[src/rtl/throw_charge_ctl.sv]
// throw_charge_ctl: button-hold ping-pong force charger that holds enable through a throw's flight, then cools down.
// Optional auto-release after CHARGE_MAX_TICKS charge ticks: define CHARGE_AUTO_RELEASE_EN.
module throw_charge_ctl #(
  parameter int TICK_DIV         = 650000,
  parameter int FORCE_STEP       = 10,
  parameter int FORCE_MAX        = 1000,
  parameter int FLIGHT_TIMEOUT   = 500,
  parameter int COOLDOWN_TICKS   = 50,
  parameter int CHARGE_MAX_TICKS = 300
) (
  input  logic       clk,
  input  logic       rst,
  input  logic       turn_active,
  input  logic       btn,
  input  logic       throw_done,
  output logic [9:0] throw_force,
  output logic       enable,
  output logic       charging,
  output logic       turn_over,
  output logic       timed_out
);
  localparam int PW = $clog2(TICK_DIV + 1);
  localparam int CM = (FLIGHT_TIMEOUT > COOLDOWN_TICKS) ? FLIGHT_TIMEOUT : COOLDOWN_TICKS;
  localparam int CW = $clog2(((CM > CHARGE_MAX_TICKS) ? CM : CHARGE_MAX_TICKS) + 1);
  typedef enum logic [1:0] {IDLE, CHARGE, FLIGHT, COOLDOWN} state_t;
  state_t state_q, state_d;
  logic [1:0] sync_q;
  logic btn_d_q, press, release_b, tick;
  logic [PW-1:0] presc_q;
  logic [9:0] force_q, force_d, up_c, dn_c;
  logic [10:0] up_sum, dn_sum;
  logic dir_q, dir_d, timed_out_q, timed_out_d, turn_over_q, turn_over_d;
  logic [CW-1:0] cnt_q, cnt_d;
  assign press     = sync_q[1] & ~btn_d_q;
  assign release_b = ~sync_q[1] & btn_d_q;
  assign tick      = presc_q == PW'(TICK_DIV - 1);
  assign up_sum    = {1'b0, force_q} + 11'(FORCE_STEP);
  assign dn_sum    = {1'b0, force_q} - 11'(FORCE_STEP);
  assign up_c      = (up_sum >= 11'(FORCE_MAX)) ? 10'(FORCE_MAX) : up_sum[9:0];
  assign dn_c      = dn_sum[10] ? 10'd0 : dn_sum[9:0];
  always_ff @(posedge clk or posedge rst) begin
    if (rst) begin
      state_q     <= IDLE;
      sync_q      <= '0;
      btn_d_q     <= 1'b0;
      presc_q     <= '0;
      force_q     <= '0;
      dir_q       <= 1'b0;
      cnt_q       <= '0;
      timed_out_q <= 1'b0;
      turn_over_q <= 1'b0;
    end else begin
      state_q     <= state_d;
      sync_q      <= {sync_q[0], btn};
      btn_d_q     <= sync_q[1];
      presc_q     <= tick ? '0 : presc_q + PW'(1);
      force_q     <= force_d;
      dir_q       <= dir_d;
      cnt_q       <= cnt_d;
      timed_out_q <= timed_out_d;
      turn_over_q <= turn_over_d;
    end
  end
  // dir_q: 0 = charging up, 1 = charging down
  always_comb begin
    state_d     = state_q;
    force_d     = force_q;
    dir_d       = dir_q;
    cnt_d       = cnt_q;
    timed_out_d = timed_out_q;
    turn_over_d = 1'b0;
    case (state_q)
      IDLE: begin
        force_d = '0;
        if (press && turn_active) begin
          state_d     = CHARGE;
          dir_d       = 1'b0;
          cnt_d       = '0;
          timed_out_d = 1'b0;
        end
      end
      CHARGE: begin
        if (!turn_active) begin
          state_d = IDLE;
          force_d = '0;
        end else if (release_b) begin
          state_d = FLIGHT;
          cnt_d   = '0;
        end else if (tick) begin
          force_d = dir_q ? dn_c : up_c;
          dir_d   = dir_q ? (dn_c != '0) : (up_c == 10'(FORCE_MAX));
`ifdef CHARGE_AUTO_RELEASE_EN
          state_d = (cnt_q == CW'(CHARGE_MAX_TICKS - 1)) ? FLIGHT : CHARGE;
          cnt_d   = (cnt_q == CW'(CHARGE_MAX_TICKS - 1)) ? '0 : cnt_q + CW'(1);
`endif
        end
      end
      FLIGHT: begin
        if (throw_done || (tick && cnt_q == CW'(FLIGHT_TIMEOUT - 1))) begin
          state_d     = COOLDOWN;
          cnt_d       = '0;
          timed_out_d = !throw_done;
          turn_over_d = 1'b1;
        end else if (tick) begin
          cnt_d = cnt_q + CW'(1);
        end
      end
      COOLDOWN: begin
        if (tick) begin
          state_d = (cnt_q == CW'(COOLDOWN_TICKS - 1)) ? IDLE : COOLDOWN;
          force_d = (cnt_q == CW'(COOLDOWN_TICKS - 1)) ? '0 : force_q;
          cnt_d   = (cnt_q == CW'(COOLDOWN_TICKS - 1)) ? '0 : cnt_q + CW'(1);
        end
      end
      default: state_d = IDLE;
    endcase
  end
  assign throw_force = force_q;
  assign enable      = state_q == FLIGHT;
  assign charging    = state_q == CHARGE;
  assign turn_over   = turn_over_q;
  assign timed_out   = timed_out_q;
endmodule
[config.mk]
export PLATFORM = sky130hd
export DESIGN_NAME = throw_charge_ctl
export DESIGN_NICKNAME = d
export VERILOG_FILES = /design/src/rtl/throw_charge_ctl.sv
export SDC_FILE = /design/constraint.sdc
export NUM_CORES = 1
export LEC_CHECK = 0
export CORE_ASPECT_RATIO = 1.4
export CORE_MARGIN = 5
export CORE_UTILIZATION = 48
export CTS_CLUSTER_SIZE = 40
export DETAILED_ROUTE_END_ITERATION = 12
export PLACE_DENSITY = 0.67
export SLEW_MARGIN = 20
export SYNTH_ARGS = -nofsm -noshare
export SYNTH_HDL_FRONTEND = slang
export SYNTH_SLANG_ARGS = --single-unit
export TNS_END_PERCENT = 100
[constraint.sdc]
create_clock -name clk -period 6.9 [get_ports clk]
set_input_delay 1.38 -clock clk [delete_from_list [all_inputs] [get_ports clk]]
set_output_delay 1.38 -clock clk [all_outputs]
set_load 0.05 [all_outputs]
Yosys cells after proc, flatten, opt, wreduce, memory -nomap -nowiden
Cells that the tools add are included.
Widths: inputs -> output; s select.
- bits of input ports: 5
- word-level logic and storage cells: 86
- register bits after elaboration: 47
- output and inout port bits: 14
- add/sub/neg operators: 4
- reductions and logical operators: 14
- bitwise operators: 4
- order comparisons: 1
- equality and inequality tests: 19
- multiplexer cells: 35
- operator list (cell ; number):
    $mux 10 ; 8
    $mux 9 ; 7
    $pmux 9 s4 ; 1
    $pmux 10 s3 ; 1
    $add 20x1->20 const B ; 1
    $eq 20x20->1 const B ; 1
    $mux 20 ; 1
    $reduce_and 5->1 ; 3
    $mux 2 ; 6
    $add 10x4->11 const B ; 1
    $ge 11x10->1 const B ; 1
    $sub 10x4->11 const B ; 1
    $eq 10x10->1 const B ; 1
    $ne 2x2->1 const B ; 5
    $reduce_bool 10->1 ; 1
    $add 9x1->9 const B ; 1
    $eq 9x6->1 const B ; 1
    $eq 9x9->1 const B ; 1
    $mux 1 ; 8
    $pmux 2 s4 ; 1
    $ne 2x1->1 const B ; 3
    $ne 3x2->1 const B ; 2
    $eq 2x2->1 const B ; 2
    $pmux 1 s2 ; 2
    13 further kinds ; 17

Logic depth before layout (Yosys ltp)
- word-level depth: 9
- depth in mapped cells: 9
- depth with buffers taken out: 8

Least setup slack after synthesis
Ideal clock, no wire load.
- path kind: register -> output
- from: register state_q[0]
- to: output port charging
- cell stages (with the launch flop): 3
- path buffers: 1
- slack: 4.043 ns
- data arrival time: 1.477 ns
- cells stage by stage: dfrtp_1 clkbuf_1 nor2b_1
- cells in the longest elaborated chain, start to end: 1
- RTL lines (item ; line ; RTL):
    from (decl) ; 26 ; state_t state_q, state_d;
    from (signal assigned) ; 53 ; state_q <= state_d;
    $eq 2x1->1 ; 120 ; assign charging = state_q == CHARGE;
    to (decl) ; 18 ; output logic charging,
No other way between the ends.

Final worst setup path
Same ends and word-level chain as after synthesis.

==> metrics.txt <==
status=finished clean; Final Power=0.877 mW; Area Overhead vs Synth=10.3%; Setup Fix Bufs, Post-CTS=0; Boundary Pins=19; Final GP Congestion=0.884; DP Wirelength=4.93 mm; global-route wire length before repair=11.7 mm; Slowest cell on crit path=clkdlybuf4s50_1; Yosys reg bits=47; Power Dens Cells=255 nW/um^2; number of DRC markers in iteration 0=129; IO buf count=18; minimum clock period=3.43 ns; Post-synth ARST share=100%; Worst Hold End=sync_q[1]$_DFF_PP0_; clk_skew=0.0124 ns; drt drc=0; hold wc startpoint=sync_q[0]$_DFF_PP0_; Int Power=0.539 mW; clock sink count=47; Critical R2R Capture=throw_force[5]$_DFFE_PP0P_; worst slack at placement=3.71 ns; Tcrit/Tclk final=49.7%; most frequent cells in the layout=nand2_1 (47), dfrtp_1 (47), nor2_1 (34), nand3_1 (22), clkdlybuf4s50_1 (18); TritonCTS Buffers=5; VDD IR-drop max=0.000163 V; mapped cell area=3120 sq um; Synth cell types=60; initial core utilization=49.6%; Die Area=8240 sq um; post-synthesis cell count=368; CTS Hold Bufs=0; total number of vias=2,727; Resized Gates After CTS=0; WL/cell=15.5 microns; clk_lat worst skew=0.31 ns; Rows=34; fmax=292 MHz; layout cell share with drive strength beyond 1=7.18%; Top FF cell, synth=dfrtp_1; root buf cell=clkbuf_8; initial antenna violation count=0; drt via density=6.09; Final setup viols=0; fin. max-slew vios=0; Hold Path Cell Cnt=0; Die Wd=78.2 microns; critical path arrival=2.05 ns; Detail Route Antenna Nets=0; # H-tree levels=2; CP max FO=14; Critical Path Sink Type=output port; clock slew at reported path FFs=0.09 ns; Worst Setup SP=state_q[0]$_DFFE_PP0P_; worst path required time=5.52 ns; sequential group share of total power=40.8%; endpoints failing hold=0; Switching Fraction=38.5%; RSZ-0062 raised after global routing=no; post-synth net total=378; Area contributors post-synth=dfrtp_1 (38%), nand2_1 (5.6%), nor2_1 (4.1%); net load switching power=0.338 mW; post-synth top area share=37.7%; CTS tree=built; final setup margin=3.47 ns; power share of the combinational group=34.4%; clk buf depth=2; NumNets Final=385; r2r startpoint=throw_force[1]$_DFFE_PP0P_; core area=6300 sq um; Mean Syn Cell Area=8.49 sq um; ant diodes=0; Synth warnings=0; Final Util=54.7%; Max Cap Violations=0; delay-heaviest family, CP=buffers and inverters; critical setup path kind=flip-flop to output port; Setup TNS=0 ns; Slew @ Worst Pin=0.815 ns; gr usage total=17.3%; Max-slew headroom=45.6%; GRT overflow=0; post-synthesis sequential area ratio=37.7%; buffers and inverters on the worst path=1; Lkg Pwr=1.45 nW; largest net degree at the start of global routing=48; overall routed net length=6.95 mm; Worst Hold Class=flip-flop to flip-flop; largest area contributor in the netlist=dfrtp_1; FF-to-FF path depth=7; number of global-route vias before repair=2,423; TritonRoute pass-1 iters=4; chip height=105 microns; clock share of power=24.8%; R2R setup slack=4.18 ns; Post-synth EDFFs=0; Worst setup SP type=flip-flop; worst-path cell chain=nor2b_1 > clkdlybuf4s50_1; max incr delay on CP=0.86 ns
-- registers in the layout, indices dropped and copies added, names as in the netlist, 2 cells and up --
signal       count
sync_q           2
cnt_q            9
throw_force     10
state_q          2
presc_q         20
-- area by class of cell --
| cell class | count | area, sq um |
|---|---|---|
| clock buffer | 6 | 82.6 |
| clock inverter | 2 | 38.8 |
| fill | 579 | 2850 |
| inverter | 14 | 53.8 |
| multi-input combinational | 288 | 1820 |
| sequential | 47 | 1180 |
| tap | 72 | 90.1 |
| timing repair buffer | 19 | 188 |
-- worst max-delay path by stage --
stage          cells after the start                   end  slack [ns]
2_1_floorplan                      2              charging        4.04
3_3_place_gp                       5  cnt_q[0]$_DFFE_PP0P_        3.74
3_5_place_dp                       5  cnt_q[0]$_DFFE_PP0P_        3.71
4_1_cts                            2              charging        3.48
5_1_grt                            2              charging        3.38
6_report                           2              charging        3.47
-- power by group through the flow --
stage / Combinational, mW / Sequential, mW / Clock [mW]
5_1_grt: 0.327 / 0.364 / 0.237
6_report: 0.302 / 0.358 / 0.218
2_1_floorplan: 0.222 / 0.361 / 0
3_3_place_gp: 0.296 / 0.361 / 0
3_5_place_dp: 0.302 / 0.361 / 0
4_1_cts: 0.302 / 0.356 / 0.222
-- synthesized netlist by cell type (6+ instances only) --
| cell | n |
|---|---|
| nor2_1 | 34 |
| buf_2 | 6 |
| nand3_1 | 22 |
| xor2_1 | 13 |
| nand2_1 | 47 |
| inv_1 | 14 |
| dfrtp_1 | 47 |
| nand2b_1 | 6 |
| xnor2_1 | 10 |
| clkbuf_1 | 11 |
| nand4_1 | 9 |
| or3_1 | 6 |
| a21oi_1 | 11 |
| o21ai_0 | 13 |
| nor3_1 | 6 |
| nor2b_1 | 7 |
-- routing by layer --
layer	GRT usage [%]	part of all wire, %	wire length (microns)	vias to the layer above
li1	-	-	-	1340
met1	21.5	44	3040	1308
met2	28.9	50	3460	59
met3	2.82	3.4	239	20
met4	8.50	3.1	218	0
met5	0	0	0	-
-- worst reg2reg max path: stages (launching register included) --
cell and delay [ns]:
dfrtp_1 0.51, ha_1 0.37, o2111ai_1 0.33, or2_2 0.18, o21ai_0 0.10, o211ai_1 0.62
nand2_1 0.14, o311a_1 0.35
-- logic make-up (layout without fill, tap and decap cells) --
logic type,Yosys count,in the layout,synth area share [%]
simple gates,174,174,29.3
compound gates,79,79,17.9
flops,47,47,37.7
buf+inv,33,41,4.21
xor+xnor,23,23,6.45
mux,7,7,2.40
fa+ha+maj,5,5,2.00
-- per-stage QoR --
step	area (sq um)	hold WS [ns]	cells
floorplan	3120	0.331	368
global placement	3320	0.335	440
detailed placement	3320	0.336	440
CTS	3440	0.358	448
global route	3440	0.364	448
finish	3440	0.356	448
No activity file was read; power rests on OpenSTA's default activity.
